$ cat src/rtl/pdm_block_tx.sv
// Sample FIFO + first-order sigma-delta modulator driving a 1-bit PDM amplifier stream (PDM_TX_UNDERRUN_CNT_EN adds underrun_cnt).
// Latency: a pushed sample starts modulating at the first bit tick after it lands; amp_pwm updates one clk after each tick.
// Backpressure: s_ready = FIFO not full; when the FIFO runs dry the modulator plays mid-scale silence and pulses underrun.

// Small synchronous FIFO holding the incoming samples.
module pdm_block_tx_fifo #(
    parameter int W     = 32,
    parameter int DEPTH = 4
) (
    input  logic         clk,
    input  logic         rst,
    input  logic         wr_vld,
    input  logic [W-1:0] wr_dat,
    input  logic         rd_vld,
    output logic [W-1:0] rd_dat,
    output logic         full,
    output logic         empty
);
    localparam int AW = $clog2(DEPTH);

    logic [W-1:0]  mem [DEPTH];
    logic [AW-1:0] wptr;
    logic [AW-1:0] rptr;
    logic [AW:0]   cnt;
    logic          wr_en;
    logic          rd_en;

    assign full   = (cnt == (AW+1)'(DEPTH));
    assign empty  = (cnt == '0);
    assign wr_en  = wr_vld && !full;
    assign rd_en  = rd_vld && !empty;
    assign rd_dat = mem[rptr];

    // Storage array: written on accepted pushes, needs no reset.
    always_ff @(posedge clk) begin
        if (wr_en) mem[wptr] <= wr_dat;
    end

    // Pointers and occupancy; simultaneous push and pop leave cnt unchanged.
    always_ff @(posedge clk) begin
        if (rst) begin
            wptr <= '0;
            rptr <= '0;
            cnt  <= '0;
        end else begin
            if (wr_en) wptr <= wptr + AW'(1);
            if (rd_en) rptr <= rptr + AW'(1);
            cnt <= cnt + (AW+1)'(wr_en) - (AW+1)'(rd_en);
        end
    end
endmodule

module pdm_block_tx #(
    parameter int CLK_DIV    = 32,
    parameter int OSR        = 16,
    parameter int FIFO_DEPTH = 4
) (
    input  logic        clk,
    input  logic        rst,
    input  logic        enable,
    input  logic        s_valid,
    output logic        s_ready,
    input  logic [31:0] s_data,
    output logic        bit_clk,
    output logic        amp_pwm,
    output logic        amp_sd,
    output logic        underrun,
    output logic        busy
`ifdef PDM_TX_UNDERRUN_CNT_EN
    ,
    output logic [15:0] underrun_cnt
`endif
);
    localparam int DW = $clog2(CLK_DIV);
    localparam int BW = (OSR > 1) ? $clog2(OSR) : 1;

    typedef enum logic [1:0] {IDLE, RUN, STARVE} state_t;

    state_t        state;
    logic [DW-1:0] div;
    logic [BW-1:0] bcnt;
    logic [15:0]   acc;
    logic [16:0]   cur_u;
    logic          tick;
    logic          boundary;
    logic          pop;
    logic          starve_hit;
    logic          full;
    logic          empty;
    logic [31:0]   fifo_dat;
    logic [16:0]   head_u;
    logic [16:0]   mod_u;
    logic [15:0]   mod_acc;
    logic [16:0]   sum;

    // Saturate the Q16.16 sample into the unsigned 0..1.0 modulator range.
    function automatic logic [16:0] clamp_u(input logic [31:0] d);
        if (d[31])              return 17'h0_0000;
        else if (d[30:16] != 0) return 17'h1_0000;
        else                    return {1'b0, d[15:0]};
    endfunction

    pdm_block_tx_fifo #(.W(32), .DEPTH(FIFO_DEPTH)) u_fifo (
        .clk    (clk),
        .rst    (rst),
        .wr_vld (s_valid),
        .wr_dat (s_data),
        .rd_vld (pop),
        .rd_dat (fifo_dat),
        .full   (full),
        .empty  (empty)
    );

    assign s_ready    = !full;
    assign bit_clk    = div[DW-1];
    assign busy       = (state != IDLE);
    assign tick       = (div == DW'(CLK_DIV - 1));
    assign boundary   = (bcnt == BW'(OSR - 1));
    assign head_u     = clamp_u(fifo_dat);
    // A new sample is taken at an idle start or at the end of the current sample.
    assign pop        = tick && enable && !empty && ((state == IDLE) || boundary);
    assign starve_hit = tick && (state != IDLE) && boundary && enable && empty;

    // Modulator operand select: a fresh start uses the FIFO head with a cleared accumulator.
    always_comb begin
        mod_u   = cur_u;
        mod_acc = acc;
        if (state == IDLE) begin
            mod_u   = head_u;
            mod_acc = '0;
        end else if (state == STARVE) begin
            mod_u   = 17'h0_8000;
        end
        sum = {1'b0, mod_acc} + mod_u;
    end

    // Free-running bit clock divider.
    always_ff @(posedge clk) begin
        if (rst) div <= '0;
        else     div <= div + DW'(1);
    end

    // Transmit FSM and modulator; state only advances on bit ticks, underrun is a one-clk pulse.
    always_ff @(posedge clk) begin
        if (rst) begin
            state    <= IDLE;
            acc      <= '0;
            bcnt     <= '0;
            cur_u    <= '0;
            amp_pwm  <= 1'b0;
            amp_sd   <= 1'b0;
            underrun <= 1'b0;
        end else begin
            underrun <= 1'b0;
            if (tick) begin
                if (state == IDLE) begin
                    if (pop) begin
                        cur_u   <= head_u;
                        acc     <= sum[15:0];
                        amp_pwm <= sum[16];
                        bcnt    <= BW'(1);
                        amp_sd  <= 1'b1;
                        state   <= RUN;
                    end else begin
                        amp_pwm <= 1'b0;
                        amp_sd  <= 1'b0;
                    end
                end else begin
                    // The last bit of a sample is still emitted when stopping; the following idle tick silences the amp.
                    acc     <= sum[15:0];
                    amp_pwm <= sum[16];
                    if (boundary) begin
                        bcnt <= '0;
                        if (!enable) begin
                            state <= IDLE;
                        end else if (pop) begin
                            cur_u <= head_u;
                            state <= RUN;
                        end else begin
                            underrun <= 1'b1;
                            state    <= STARVE;
                        end
                    end else begin
                        bcnt <= bcnt + BW'(1);
                    end
                end
            end
        end
    end

`ifdef PDM_TX_UNDERRUN_CNT_EN
    // Saturating count of underrun pulses, cleared only by reset.
    always_ff @(posedge clk) begin
        if (rst)                                      underrun_cnt <= '0;
        else if (starve_hit && underrun_cnt != 16'hFFFF) underrun_cnt <= underrun_cnt + 16'd1;
    end
`endif
endmodule
$ cat config.mk
export PLATFORM = sky130hd
export DESIGN_NAME = pdm_block_tx
export DESIGN_NICKNAME = d
export VERILOG_FILES = /design/src/rtl/pdm_block_tx.sv
export SDC_FILE = /design/constraint.sdc
export NUM_CORES = 1
export LEC_CHECK = 0
export BUFFER_PORTS_ARGS = -buffer_cell sky130_fd_sc_hd__buf_4
export CAP_MARGIN = 20
export CORE_ASPECT_RATIO = 1.2
export CORE_UTILIZATION = 53
export DETAILED_ROUTE_END_ITERATION = 10
export PLACE_DENSITY = 0.72
export RECOVER_POWER = 100
export SLEW_MARGIN = 20
export SYNTH_ARGS = -nofsm -noshare
export SYNTH_HDL_FRONTEND = slang
export SYNTH_SLANG_ARGS = --single-unit
$ cat constraint.sdc
create_clock -name clk -period 10 [get_ports clk]
set_input_delay 2.5 -clock clk [delete_from_list [all_inputs] [get_ports clk]]
set_output_delay 2.5 -clock clk [all_outputs]
set_load 0.05 [all_outputs]
Word-level counts from Yosys, hierarchy flattened --
Memory sizes are Yosys's and may differ from the RTL's. A register that Yosys moved wholly into a read port is not among the register bits. Index checks and enable logic that the tools add are counted.
Storage, ports and cells: flip-flop bits (word level) 54, RAM bits 128, logic and storage cells 73, memories 1
Operators by class: add/sub/neg operators 7, eq/ne operators 5, mux-type cells 27, bitwise operators 3, reduce and logical (&&, ||, !) cells 19
Memory list:
- u_fifo.mem | words 4, width 32, rd ports 1, clocked after Yosys merged registers in 1, wr ports 1, RTL line 21 | logic [W-1:0] mem [DEPTH];
Operator list (count):
- two-way mux 17 bit | 8
- two-way mux 16 bit | 3
- adder 16 x 17 -> 17 bit | 1
- nonzero test 15 bit | 1
- two-way mux 2 bit | 7
- two-way mux 4 bit | 3
- two-way mux 1 bit | 6
- AND reduction 3 bit | 2
- nonzero test 2 bit | 3
- adder 5 x 1 -> 5 bit (second input constant) | 1
- equality test 5 bit (second input constant) | 1
- logical AND 1 bit | 5
- OR reduction 5 bit | 1
- adder 2 x 1 -> 2 bit (second input constant) | 2
- adder 4 x 1 -> 4 bit (second input constant) | 1
- equality test 4 bit (second input constant) | 1
- AND reduction 2 bit | 2
- adder 3 x 1 -> 3 bit | 1
- equality test 3 bit (second input constant) | 1
- logical NOT 3 bit | 1
- inverter 1 bit | 3
- subtractor 3 x 1 -> 3 bit | 1
- equality test 2 bit (second input constant) | 1
- logical NOT 1 bit | 2
- other kinds (3) | 3

Logic depth before layout (Yosys ltp) --
Gate-level depths: netlist of the first run.
depth in word-level cells 8, mapped depth 16, gate-level depth less buffers 14

By module --
A second synthesis of the first run with hierarchy kept.
Second synthesis, totals: cell total of the unflattened synthesis 584, area total of the unflattened synthesis 8000.2 um^2
By module, submodules not included:
- pdm_block_tx_fifo | instances 1, cells each 218, area an instance 5139.9 um^2
- pdm_block_tx | instances 1, cells each 366, area an instance 2860.2 um^2

Worst setup path after synthesis of the first run --
OpenSTA, ideal clock, no wires.
kind input to register, start input port enable, end register u_fifo.cnt[2], library setup time 128 ps, data arrival time 4551 ps, setup slack 5321 ps, stages 12, path buffers 1, path through o311a_1 -> o21ai_1 -> inv_2 -> clkbuf_1 -> ha_1 -> inv_1 -> ha_1 -> inv_1 -> fa_1 -> xor2_1 -> xnor2_1 -> nor2_1
On the way: longest elaborated chain between the ends 5
Ends and longest elaborated chain:
- from (decl) | RTL line 60 | input logic enable,
- logical AND 1 bit (3 in series) | RTL line 121 | assign pop = tick && enable && !empty && ((state == IDLE) || boundary);
- logical AND 1 bit | RTL line 31 | assign rd_en = rd_vld && !empty;
- via u_fifo.rd_en | RTL line 26 | logic rd_en;
- subtractor 3 x 1 -> 3 bit | RTL line 48 | cnt <= cnt + (AW+1)'(wr_en) - (AW+1)'(rd_en);
- to (signal assigned) | RTL line 48
- to (decl) | RTL line 24 | logic [AW:0] cnt;
The timed path passes the listed nets, and every way through them passes these cells. A chain may end at the register's enable or synchronous reset.

Final worst setup path of the first run --
start register state[0], end register u_fifo.cnt[2]
On the way: longest elaborated chain between the ends 5
Ends and longest elaborated chain:
- from (decl) | RTL line 79 | state_t state;
- from (signal assigned) | RTL line 146 | state <= IDLE;
- from (signal assigned) | RTL line 163 | state <= RUN;
- from (signal assigned) | RTL line 175 | state <= IDLE;
- logical NOT 2 bit | RTL line 121
- logical OR 1 bit | RTL line 121
- logical AND 1 bit | RTL line 121
- logical AND 1 bit | RTL line 31
- subtractor 3 x 1 -> 3 bit | RTL line 48
No other way between the ends.

==> results.cfg, run 1 <==
[yosys]
synthesis.nets = 672
syn_area_um2 = 7860
yosys_warnings = 0
ys_ff_latch = 184
synthTopCellsByCount = edfxtp_1 (128), nand2_1 (62), dfxtp_1 (56), a21oi_1 (43), nor2_1 (31)
yosysMostFrequentCell = edfxtp_1
synth_area_leaders = edfxtp_1 (49%), dfxtp_1 (14%), ha_1 (4.0%)
synthCells = 609
avgSynthCellArea_um2 = 12.9
synthArstFlopShare_pct = 0
synth_edf_count = 128
yosysSeqAreaShare_pct = 63.1
synth.distinct_cells = 61
synth_top_area_share_pct = 48.9
yosysTopAreaCell = edfxtp_1
synthFlopType = edfxtp_1

[clock_network]
cts_sinks = 184
cts_tree = built
cts-hold-fix-buffers = 0
clock-root-buffer = clkbuf_16
post_cts_buffers = 0
cts_buffer_depth = 2
path_clk_slew_ns = 0.07
post_cts_resized = 0
cts_buffers = 17
insertion_delay_ns = 0.43
htree_levels = 4

[power_and_ir_drop]
p_switching_w = 0.000396
power_density_nw_per_um2 = 190
p_leak_nw = 3.04
p_int_w = 0.00127
pwr-share-seq_pct = 53.9
ir_drop_uv = 187
pwr-share-clk_pct = 40.0
p_sw_share_pct = 23.8
p_comb_share_pct = 6.1

[floorplanning]
chipHeight_um = 135
die_width_um = 113
initial_core_util_pct = 54.6
rows = 48
core-area_um2 = 14400
ios = 42
dieArea_um2 = 15300

[routing]
drc = 0
dr.pass1.iters = 5
vias = 4880
wl_um = 14100
vias_per_cell = 5.82
drtIter0Drc = 253
drtAntennaViolNets = 0
wl_per_cell_um = 16.8

[final_layout]
finalNetCount = 713
diodes = 0
syn_to_final_growth_pct = 11.3
drive_above_1_share_pct = 9.20
design_area_um2 = 8750

[sta]
fmax_ghz = 0.172
fin_setup_tns_ns = 0
finalHoldViolCount = 0
fin_crit_sh_pct = 58.2
fin_worst_skew_ns = 0.0102
setup_viol_count_final = 0
maxSlewHeadroom_pct = -71.0
tightest_slew_ns = 2.57
slew_viol_final = 233
grt_setup_unrepaired = no
fin_crit_ns = 5.82

[placed_design]
place_area_um2 = 8330
io_buffers = 41
gp_congestion = 0.791
dp_hpwl_um = 9170

[global_route]
grt_max_degree = 59
grt_util_all_layers_pct = 19.6
grt_pass1_vias = 4734
grt.overflow.total = 0
antenna_found_initial = 0
grt_pass1_wl_um = 22900

[setup_path]
cp.arrival_ns = 6.05
path_max_fanout = 36
r2r_setup_slack_ns = 4.18
timing.rr.end = u_fifo.cnt[2]
r2r_cells = 12
startpoint_type = flop
rr_startpoint = state[0]
crit_type = flop to flop
cp-end-kind = flop
crit_required_ns = 10.22

[run_status]
status = complete, but fails checks
failed_checks = capacitance limit, slew limit

[min_path]
min_path_cells = 2
hold_end = acc[0]
hold_path_startpoint = acc[0]
hp-class = flop to flop

[flow_run]
max_cap_violations = 7
[cell usage in the layout, fill, tap and decap left out, types with 11 or more instances in the layout]
cell | netlist | final
a21oi_1 | 43 | 43
nand3_1 | 28 | 28
mux4_2 | 11 | 11
clkbuf_16 | 0 | 17
nor2_1 | 31 | 31
inv_1 | 12 | 13
o21ai_0 | 14 | 15
ha_1 | 25 | 25
and2_1 | 18 | 18
nand4_1 | 11 | 11
nand2b_1 | 16 | 16
edfxtp_1 | 128 | 128
clkbuf_1 | 19 | 45
dfxtp_1 | 56 | 56
nand2_1 | 62 | 62
[state kept, by name, summed over array words and instances, names as in the netlist, 3 cells and up, named ones only]
| name | count |
|---|---|
| cur_u | 17 |
| u_fifo.mem | 128 |
| bcnt | 4 |
| div | 5 |
| acc | 16 |
| u_fifo.cnt | 3 |
[routing by layer]
layer | vias to the layer above | track usage, % | part of all wire, %
li1 | 2382 | - | -
met1 | 2362 | 24.9 | 43
met2 | 120 | 33.1 | 52
met3 | 16 | 4.03 | 4.2
met4 | 0 | 7.38 | 1.5
met5 | - | 0 | 0
[worst max-delay path by stage]
stage	slack (ns)	cells past startpoint	endpoint	start
after floorplan	5.32	12	u_fifo.cnt[2]	enable
after global placement	4.61	12	u_fifo.cnt[2]	enable
after detailed placement	4.99	12	u_fifo.cnt[2]	enable
after CTS	5.38	4	busy	state[0]
after global routing	3.65	12	u_fifo.cnt[2]	state[0]
final	4.18	12	u_fifo.cnt[2]	state[0]
[power groups by stage]
stage,sequential (W),combinational (W),clock [W]
6_report,0.000897,0.000102,0.000667
5_1_grt,0.000903,0.000113,0.000705
4_1_cts,0.000895,0.000113,0.000679
3_5_place_dp,0.000912,0.000112,0
3_3_place_gp,0.000908,0.000107,0
2_1_floorplan,0.000907,0.0000684,0
[metrics by stage]
step	total power [W]	worst slack [ns]	util [%]	hold WS, ns	cells
6_report	0.00167	4.18	60.7	0.449	838
5_1_grt	0.00172	3.65	60.7	0.467	838
4_1_cts	0.00169	5.38	62.0	0.455	838
3_5_place_dp	0.00102	4.99	57.8	0.439	806
3_3_place_gp	0.00102	4.61	57.8	0.426	806
2_1_floorplan	0.000975	5.32	-	0.418	609
[worst max-delay path: stages, from the launching register on]
cell and delay, ns:
dfxtp_1 0.31, clkbuf_1 0.95, nor2_1 0.30, o21ai_0 1.64, inv_1 0.88, ha_1 0.52
inv_1 0.06, ha_1 0.13, inv_1 0.05, fa_1 0.37, xor2_1 0.16, xnor2_1 0.17
nor2_1 0.05
[cells by family (layout without fill, tap and decap cells)]
kind of cell               count (synthesis)  count (layout)  share of synthesized area (%)
DFF                                      184             184                           63.1
adders and majority gates                 27              27                           4.49
xor gates and xnor gates                  14              14                           1.56
muxes                                     20              20                           5.54
buffers and inverters                     40              94                           2.18
AOI/OAI and AO/OA                        114             114                           9.47
and+or+nand+nor                          210             210                           13.6
[area by class of cell]
type / instances / area, µm²
fillers: 1114 / 5660
repair buffers: 49 / 199
multi-input cells: 385 / 2720
well taps: 175 / 219
inverters: 13 / 48.8
clock buffers: 17 / 425
clock inverters: 15 / 173
flip-flops and latches: 184 / 4960
Power figures use the tool's default switching activity.
==> run 2, diff against run 1 <==
--- a/config.mk
+++ b/config.mk
@@ -10,7 +10,7 @@
 export CORE_ASPECT_RATIO = 1.2
 export CORE_UTILIZATION = 53
 export DETAILED_ROUTE_END_ITERATION = 10
-export PLACE_DENSITY = 0.72
+export PLACE_DENSITY = 0.74
 export RECOVER_POWER = 100
 export SLEW_MARGIN = 20
 export SYNTH_ARGS = -nofsm -noshare
==> constraint.sdc (replaced) <==
create_clock -name clk -period 5.1 [get_ports clk]
set_input_delay 1.275 -clock clk [delete_from_list [all_inputs] [get_ports clk]]
set_output_delay 1.275 -clock clk [all_outputs]
set_load 0.05 [all_outputs]
==> results.cfg, run 2 (synthesized netlist as in run 1, its figures left out) <==
[final_layout]
multi_input_area_um2 = 2730
syn_to_final_growth_pct = 11.6
reg_top3 = u_fifo.mem (128), cur_u (17), acc (16)
final_common_cell = edfxtp_1
finalNetCount = 714
fillers = 1150
regMostFlops = u_fifo.mem
diodes = 0
drive_above_1_share_pct = 9.34
register_area_um2 = 4960
largest_register_ffs = 128
design_area_um2 = 8780
final_cell_mix = edfxtp_1 (128), nand2_1 (62), dfxtp_1 (56)

[clock_network]
cts-hold-fix-buffers = 0
htree_levels = 4
clock-root-buffer = clkbuf_16
insertion_delay_ns = 0.42
post_cts_resized = 0
post_cts_buffers = 0
cts_tree = built
cts_sinks = 184
cts_buffers = 17
cts_buffer_depth = 2
path_clk_slew_ns = 0.07

[setup_path]
r2r_cells = 13
cp-end-kind = flop
path_buf_inv = 0
endpoint = acc[15]
cp.arrival_ns = 4.81
crit_type = flop to flop
cp_common_cell = o21ai_0
crit_family = simple AND/OR/NAND/NOR gates
slowest_stage = or4b_1
cp.depth = 13
crit_start = u_fifo.mem[1][16]
cp_cell_sequence = or4b_1, nor3_1, nand4_1, and4_1, or3_4, o21ai_0, ha_1, a211o_1, a21oi_1, o21ai_0, o31ai_1, mux2i_1, nand2_1
crit_required_ns = 5.41
r2r_setup_slack_ns = 0.60
critPathMaxStageDelay_ns = 0.55
path_max_fanout = 15
startpoint_type = flop
timing.rr.end = acc[15]
rr_startpoint = u_fifo.mem[1][16]

[global_route]
grt.overflow.total = 0
grt_pass1_vias = 4911
antenna_found_initial = 0
grt_pass1_wl_um = 24600
grt_max_degree = 59
grt_util_all_layers_pct = 21.0

[floorplanning]
chipHeight_um = 135
die_width_um = 113
core-area_um2 = 14400
rows = 48
dieArea_um2 = 15300
ios = 42
initial_core_util_pct = 54.6

[run_status]
status = complete, but fails checks
failed_checks = capacitance limit, slew limit

[sta]
grt_setup_unrepaired = no
setup_ws_ns = 0.595
fmax_ghz = 0.222
fin_setup_tns_ns = 0
slew_viol_final = 191
fin_crit_ns = 4.50
tightest_slew_ns = 2.59
fin_crit_sh_pct = 88.3
setup_viol_count_final = 0
maxSlewHeadroom_pct = -72.4
fin_worst_skew_ns = 0.0123
finalHoldViolCount = 0

[flow_run]
max_cap_violations = 5

[power_and_ir_drop]
ir_drop_uv = 269
power_density_nw_per_um2 = 371
p_leak_nw = 3.05

[routing]
wl_um = 15000
dr.pass1.iters = 4
drtIter0Drc = 285
drc = 0
drtAntennaViolNets = 0
wl_per_cell_um = 17.8
vias = 5005
vias_per_cell = 5.97

[placed_design]
io_buffers = 41
gp_congestion = 0.808
post-place-ws_ns = 0.767
dp_hpwl_um = 9620
place_area_um2 = 8340

[min_path]
hp-class = flop to flop
## run 2: worst min-delay path by stage
| stage | startpoint | endpoint | cells after the start |
|---|---|---|---|
| 4_1_cts | acc[7] | acc[7] | 2 |
| 2_1_floorplan | div[0] | div[0] | 1 |
| 5_1_grt | acc[6] | acc[6] | 2 |
| 3_5_place_dp | div[0] | div[0] | 1 |
| 6_report | acc[7] | acc[7] | 2 |
| 3_3_place_gp | div[0] | div[0] | 1 |
## run 2: cell type report
type                    instances  share of cell area (%)
well taps                     175                    2.50
flip-flops and latches        184                    56.6
clock buffers                  18                    4.89
multi-input cells             385                    31.1
repair buffers                 50                    2.35
inverters                      13                   0.556
clock inverters                14                    2.08
## run 2: metrics by stage
stage	hold slack [ns]	std cells	util, %	power, W
finish	0.451	839	60.9	0.00325
global route	0.475	839	60.9	0.00336
detailed placement	0.442	807	57.8	0.00201
floorplan	0.418	609	-	0.00191
global placement	0.428	807	57.8	0.00199
CTS	0.452	839	62.1	0.00329
## run 2: worst min-delay path, stage by stage (launching register included)
cell,delay [ns]
dfxtp_1,0.31
nand2_1,0.05
a21oi_1,0.05
## run 2: power by group
part           switching, W  internal (W)  total, W
sequential        0.0000375       0.00173   0.00176
clock              0.000625      0.000665   0.00129
combinational      0.000138     0.0000611  0.000200
## run 2: metal layers
layer	track usage (%)	part of all wire, %	routed length [µm]
met1	26.0	41	6180
met2	36.8	53	7890
met4	7.75	1.3	201
met5	0	0	0
met3	3.67	4.7	697
